### config.mk
export PLATFORM = sky130hd
export DESIGN_NAME = jk_mode_counter
export DESIGN_NICKNAME = d
export VERILOG_FILES = /design/src/rtl/jk_mode_counter.sv
export SDC_FILE = /design/constraint.sdc
export NUM_CORES = 1
export LEC_CHECK = 0
export BUFFER_PORTS_ARGS = -buffer_cell sky130_fd_sc_hd__buf_2
export CORE_AREA = 2 2 39 41
export DETAILED_ROUTE_END_ITERATION = 16
export DIE_AREA = 0 0 41 43
export HOLD_SLACK_MARGIN = 0.1
export RECOVER_POWER = 25
export SLEW_MARGIN = 0
export SYNTH_ARGS = -nofsm -noshare
export SYNTH_HDL_FRONTEND = slang
export SYNTH_SLANG_ARGS = --single-unit
### constraint.sdc
create_clock -name clk -period 2.8 [get_ports clk]
set_input_delay 0.14 -clock clk [delete_from_list [all_inputs] [get_ports clk]]
set_output_delay 0.14 -clock clk [all_outputs]
set_load 0.02 [all_outputs]
### src/rtl/jk_mode_counter.sv
// Falling-edge counter built from per-bit JK cells with hold, modulo up/down,
// Gray-code up, parallel load and a cascadable terminal-count output.
module jk_mode_counter #(
   parameter int WIDTH = 3,
   parameter int MOD   = 6
) (
   input  logic             clk,
   input  logic             reset,
   input  logic             en,
   input  logic [1:0]       mode,
   input  logic             load,
   input  logic [WIDTH-1:0] din,
   output logic [WIDTH-1:0] q,
   output logic             tc
);

   typedef enum logic [1:0] {
      MODE_HOLD = 2'b00,
      MODE_UP   = 2'b01,
      MODE_DOWN = 2'b10,
      MODE_GRAY = 2'b11
   } mode_e;

   localparam logic [WIDTH-1:0] MAX_V  = WIDTH'(MOD - 1);
   localparam logic [WIDTH-1:0] ONE_V  = WIDTH'(1);
   localparam logic [WIDTH-1:0] LAST_G = ONE_V << (WIDTH - 1);

   mode_e            mode_s;
   logic [WIDTH-1:0] q_q;
   logic [WIDTH-1:0] q_d;
   logic [WIDTH-1:0] nxt;
   logic [WIDTH-1:0] bin_v;
   logic [WIDTH-1:0] j;
   logic [WIDTH-1:0] k;

   function automatic logic [WIDTH-1:0] gray2bin(input logic [WIDTH-1:0] g);
      logic [WIDTH-1:0] b;
      b[WIDTH-1] = g[WIDTH-1];
      for (int i = WIDTH - 2; i >= 0; i--) begin
         b[i] = b[i+1] ^ g[i];
      end
      return b;
   endfunction

   function automatic logic [WIDTH-1:0] bin2gray(input logic [WIDTH-1:0] b);
      return b ^ (b >> 1);
   endfunction

   assign mode_s = mode_e'(mode);

   // NOTE: every variable written here gets a default first, so no path can
   // leave one unassigned and infer a latch.
   always_comb begin
      nxt   = q_q;
      bin_v = '0;
      if (load) begin
         nxt = din;
      end else if (en) begin
         case (mode_s)
            MODE_UP: begin
               // q >= MOD-1 covers both the wrap and any out-of-range value.
               if (q_q >= MAX_V) nxt = '0;
               else              nxt = q_q + ONE_V;
            end
            MODE_DOWN: begin
               if (q_q == '0 || q_q > MAX_V) nxt = MAX_V;
               else                          nxt = q_q - ONE_V;
            end
            MODE_GRAY: begin
               bin_v = gray2bin(q_q) + ONE_V;
               nxt   = bin2gray(bin_v);
            end
            default: nxt = q_q;
         endcase
      end
   end

   // JK excitation from the desired next state, then the JK characteristic
   // equation per bit: q+ = J & ~q | ~K & q.
   always_comb begin
      j   = ~q_q & nxt;
      k   = q_q & ~nxt;
      q_d = (j & ~q_q) | (~k & q_q);
   end

   // NOTE: sequential state uses non-blocking assignments so every cell
   // samples the pre-edge value of q_q.
   always_ff @(negedge clk or negedge reset) begin
      if (!reset) q_q <= '0;
      else        q_q <= q_d;
   end

   always_comb begin
      tc = 1'b0;
      if (en) begin
         case (mode_s)
            MODE_UP:   tc = (q_q == MAX_V);
            MODE_DOWN: tc = (q_q == '0);
            MODE_GRAY: tc = (q_q == LAST_G);
            default:   tc = 1'b0;
         endcase
      end
   end

   assign q = q_q;

endmodule

==> flow_summary.ini, run 1 <==
[outcome]
status = finished, violations left
violations = negative setup slack

[power_and_ir_drop]
peakVddDrop_mv = 0.234
powerDensity_nw_per_um2 = 433
power_uw = 285
power.leakage_nw = 0.305

[die]
dieArea_um2 = 1760
initial_core_util_pct = 36.2
dieWidth_um = 41
boundaryPins = 13
rows = 14
core_area_um2 = 1380
fp.dieH_um = 43

[clock_tree]
clkSinkCount = 3
htreeDepth = 1
root_buffer = clkbuf_4
clock_latency_ns = 0.25
cts_max_path_buffers = 2
cts_made_buffers = 3
cts_tree = done
clk_pin_slew_worst_paths_ns = 0.03

[critical_path]
required_ns = 2.66
rr_startpoint = q[2]
startpoint = q[0]
crit_path_end_kind = primary output
crit_family = flip-flops
worstPathBufferInverterCount = 2
worst_path_max_delay_cell = dfrtn_1
crit_arrival_ns = 2.75
slowest_delay_ns = 0.47
path_class = reg2out
cp_max_fo = 4
crit_chain = inv_2, ha_2, nand3_2, o21ai_2, and2_4, buf_6
startpoint_type = flop

[routing]
wire_per_inst_um = 12.3
vias = 517
drc = 0
drt_first_iter_violations = 4
dr.pass1.iters = 4
routed_wl_um = 1210
routed_via_density = 5.22
drt.antenna.violating_nets = 0

[global_route]
grt_max_degree = 12
grt_antenna_before_repair = 0
track_usage_pct = 17.0
grt_pass1_vias = 495
grt_overflow_total = 0
grt_pass1_wl_um = 2040

[logic_synthesis]
syn_inst = 61
avgSynthCellArea_um2 = 8.20
syn_nets = 76
yosys_warnings = 0
netlist_area_um2 = 500
synth_seq_cells = 3
synth_top_area_cell = dfrtn_1
synthTopCellsByArea = dfrtn_1 15%, ha_1 15%, buf_6 9.0%
yosysMostFrequentCell = a21oi_1
synth_common_cells = 8 x a21oi_1, 6 x ha_1, 4 x buf_6, 4 x nand2_1, 4 x nor2_1
synth_flop_cell = dfrtn_1
synth-edff-count = 0
synth_top_area_share_pct = 15.0
synth.distinct_cells = 31
ys_async_sr_fraction_pct = 100
ys_seq_area_share_pct = 15.0

[place]
port_buffers = 12
gp_congestion = 0.824
hpwl_um = 913

[finish]
seqCellArea_um2 = 75.1
multi_input_area_um2 = 378
nets = 99
fillers = 140
syn_to_final_growth_pct = 31.5
diodes = 0
largest_register_ffs = 3
final_layout_size_suffix_gt1_share_pct = 44.6

[timing]
rsz0062_at_grt = yes
layout_setup_ws_ns = -0.0866
setup_tns_ns = -0.0866
hold_violations = 0
setup_viol = 1
worst_clock_skew_ns = 0.00512
worst_pin_slew_ns = 0.418
relSlewSlack_pct = 71.9
slew_violations = 0

[run]
drv_cap = 0

[hold_path]
hp-class = in2out
min_from = en
==> timing repair <==
action / CTS / global route
hold buffers: 0 / 0
gates resized for setup: 5 / 2
pin swaps: 2 / 2
endpoints found under the setup margin: 1 / 1
setup buffers: 4 / 2
==> final cells by class <==
cell class                 count  share of cell area [%]
inverter                       3                    1.71
clock buffer                   4                    3.99
tap                           16                    3.04
sequential                     3                    11.4
multi-input combinational     50                    57.4
timing repair buffer          23                    22.4
==> worst reg2reg max path, delay by kind of cell (launching register included) <==
| family | cells | cell delay (ns) |
|---|---|---|
| fa+ha+maj | 1 | 0.22 |
| simple gates | 1 | 0.39 |
| flops | 1 | 0.39 |
| buf+inv | 1 | 0.19 |
| compound gates | 3 | 0.60 |
==> per-layer routing <==
| layer | up-vias | routed length (um) | track usage [%] |
|---|---|---|---|
| met5 | - | 0 | 0 |
| met4 | 0 | 14 | 11.3 |
| met3 | 2 | 33 | 2.09 |
| met2 | 10 | 657 | 26.6 |
| met1 | 237 | 507 | 20.3 |
| li1 | 268 | - | - |
==> per-stage QoR <==
stage / cells / utilization [%] / cell area [um^2] / setup WS [ns] / hold slack [ns]
4_1_cts: 97 / 45.9 / 636 / -0.114 / 0.667
3_5_place_dp: 89 / 41.0 / 568 / 0.101 / 0.665
2_1_floorplan: 61 / - / 505 / 0.0211 / 0.433
5_1_grt: 99 / 47.6 / 658 / -0.143 / 0.680
6_report: 99 / 47.6 / 658 / -0.0866 / 0.669
3_3_place_gp: 89 / 41.0 / 568 / 0.127 / 0.662
==> where the power goes <==
group	switching, mW	internal (mW)
registers	0.00601	0.0495
logic	0.0777	0.0720
clock network	0.0258	0.0536
==> logic make-up (layout without fill, tap and decap cells) <==
group           Yosys count  count (layout)  share of synthesized area (%)
simple gates             22              22                           26.2
compound gates           20              20                           26.8
buf+inv                   8              30                           13.2
fa+ha+maj                 6               6                           15.0
flops                     3               3                           15.0
xor+xnor                  1               1                           1.75
mux                       1               1                           2.00
==> cell usage in the layout, fill, tap and decap left out, types with 2 or more instances in the layout <==
cell / synthesis / routed
buf_4: 0 / 11
buf_2: 0 / 10
a21oi_1: 8 / 8
nor2_1: 4 / 4
ha_1: 6 / 4
nand2_1: 4 / 3
clkbuf_4: 0 / 3
dfrtn_1: 3 / 3
inv_2: 0 / 2
o21ai_0: 3 / 2
or3_1: 2 / 2
nand4_1: 2 / 2
ha_2: 0 / 2
clkbuf_1: 0 / 2
==> path summary, 6_finish.rpt <==
check / endpoint / slack, ns / depth (start not counted)
worst min-delay path: tc / 0.67 / 3
worst min register to register: q[1] / 0.73 / 4
max in group asynchronous: q[2] / 1.63 / 1
worst max-delay path: tc / -0.09 / 6
worst max register to register: q[0] / 0.88 / 6
min in group asynchronous: q[1] / 0.97 / 1
Note: power is estimated with default switching activity, not from simulation.
==> run 2, diff against run 1 <==
==> constraint.sdc (replaced) <==
create_clock -name clk -period 2.8 [get_ports clk]
set_input_delay 0.28 -clock clk [delete_from_list [all_inputs] [get_ports clk]]
set_output_delay 0.28 -clock clk [all_outputs]
set_load 0.02 [all_outputs]
==> flow_summary.ini, run 2 (same netlist as run 1, synthesis figures left out) <==
[clock_tree]
clock_latency_ns = 0.27
clk_pin_slew_worst_paths_ns = 0.03
htreeDepth = 1
clkSinkCount = 3
cts_made_buffers = 3
cts_tree = done
cts_hold_buf = 0
root_buffer = clkbuf_4
cts_max_path_buffers = 2

[place]
gp_congestion = 0.889
port_buffers = 12
place_ws_ns = -0.0488
hpwl_um = 1090
dp.cells = 98
place_area_um2 = 671

[routing]
drt.antenna.violating_nets = 0
dr.pass1.iters = 2
wire_per_inst_um = 13.0
drt_first_iter_violations = 2
routed_wl_um = 1370
drc = 0
routed_via_density = 5.48
vias = 575

[timing]
relSlewSlack_pct = 65.7
setup_viol = 2
slew_violations = 0
worst_pin_slew_ns = 0.509
layout_setup_ws_ns = -0.262
hold_violations = 0
rsz0062_at_grt = yes
worst_clock_skew_ns = 0.00665
setup_tns_ns = -0.300
hold_ws_ns = 0.703

[finish]
largest_register_ffs = 3
post-route-util_pct = 54.6
nets = 105
diodes = 0
layout_common_cells = 15 x buf_4, 8 x a21oi_1, 8 x buf_2
syn_to_final_growth_pct = 51.0
fillers = 127
final_layout_size_suffix_gt1_share_pct = 48.3
final_common_cell = buf_4
final_cells = 105
fin_area_um2 = 756

[power_and_ir_drop]
switching_share_pct = 38.9
power_frac_comb_pct = 55.9
powerDensity_nw_per_um2 = 428
power_uw = 324
pwr-share-clk_pct = 26.9
switchingPower_uw = 126
seq_power_share_pct = 17.2
power.leakage_nw = 0.350
p_int_uw = 198
peakVddDrop_mv = 0.376

[global_route]
grt_overflow_total = 0
track_usage_pct = 20.8
grt_pass1_vias = 576
grt_antenna_before_repair = 0
grt_pass1_wl_um = 2480
grt_max_degree = 10

[critical_path]
reg2reg_to = q[0]
startpoint = q[0]
ff2ff_path_depth = 8
crit_arrival_ns = 2.78
rr_startpoint = q[1]
startpoint_type = flop
crit_end = tc
r2r_setup_slack_ns = 0.68
crit_path_end_kind = primary output
cp_max_fo = 4
path_class = reg2out
required_ns = 2.52

[run]
drv_cap = 0

[outcome]
status = finished, violations left
violations = negative setup slack

[hold_path]
hp-class = reg2reg

[die]
fp.dieH_um = 43
dieWidth_um = 41
boundaryPins = 13
initial_core_util_pct = 36.2
dieArea_um2 = 1760
core_area_um2 = 1380
rows = 14
[run 2: changes by cell type in the layout (fill, tap and decap cells not counted), sizes merged]
cell,change
buf,+6
[run 2: power by group through the flow]
stage               combinational (mW)  clock, mW  sequential [mW]
finish                           0.181     0.0870           0.0557
global route                     0.198     0.0957           0.0569
CTS                              0.175     0.0878           0.0557
floorplan                       0.0975          0           0.0635
detailed placement               0.160          0           0.0559
global placement                 0.158          0           0.0556
[run 2: what timing repair did]
item | CTS | global route
setup endpoints to repair | 1 | 3
setup buffers | 2 | 1
resized for setup | 5 | 3
pin swaps | 2 | 2
[run 2: worst max-delay path: stages (launching register included)]
cell     delay (ns)
dfrtn_1        0.46
buf_6          0.13
inv_6          0.03
ha_4           0.14
nand3_2        0.05
o21ai_2        0.05
and2_4         0.13
buf_6          0.12
[run 2: final cells by class]
| class | instances | area [um^2] | share of cell area [%] |
|---|---|---|---|
| multi-input combinational | 50 | 388 | 51.3 |
| timing repair buffer | 29 | 230 | 30.5 |
| sequential | 3 | 75.1 | 9.93 |
| clock buffer | 4 | 26.3 | 3.48 |
| tap | 16 | 20.0 | 2.65 |
| inverter | 3 | 16.3 | 2.15 |
[run 2: layer usage]
metal / share of wire (%) / vias up / wire (um) / GRT usage (%)
met5: 0 / - / 0 / 0
met4: 4.8 / 0 / 65 / 10.7
met3: 3.5 / 6 / 48 / 7.33
met2: 51 / 15 / 693 / 31.3
met1: 41 / 274 / 558 / 24.9
li1: - / 280 / - / -
[run 2: how the worst min path moves through the flow]
| stage | from | to | slack (ns) | cells past startpoint |
|---|---|---|---|---|
| 6_report | q[0] | q[0] | 0.70 | 3 |
| 5_1_grt | q[2] | q[1] | 0.77 | 3 |
| 4_1_cts | q[0] | q[0] | 0.71 | 3 |
| 3_5_place_dp | q[0] | q[0] | 0.71 | 3 |
| 3_3_place_gp | q[0] | q[0] | 0.70 | 3 |
| 2_1_floorplan | en | tc | 0.71 | 1 |
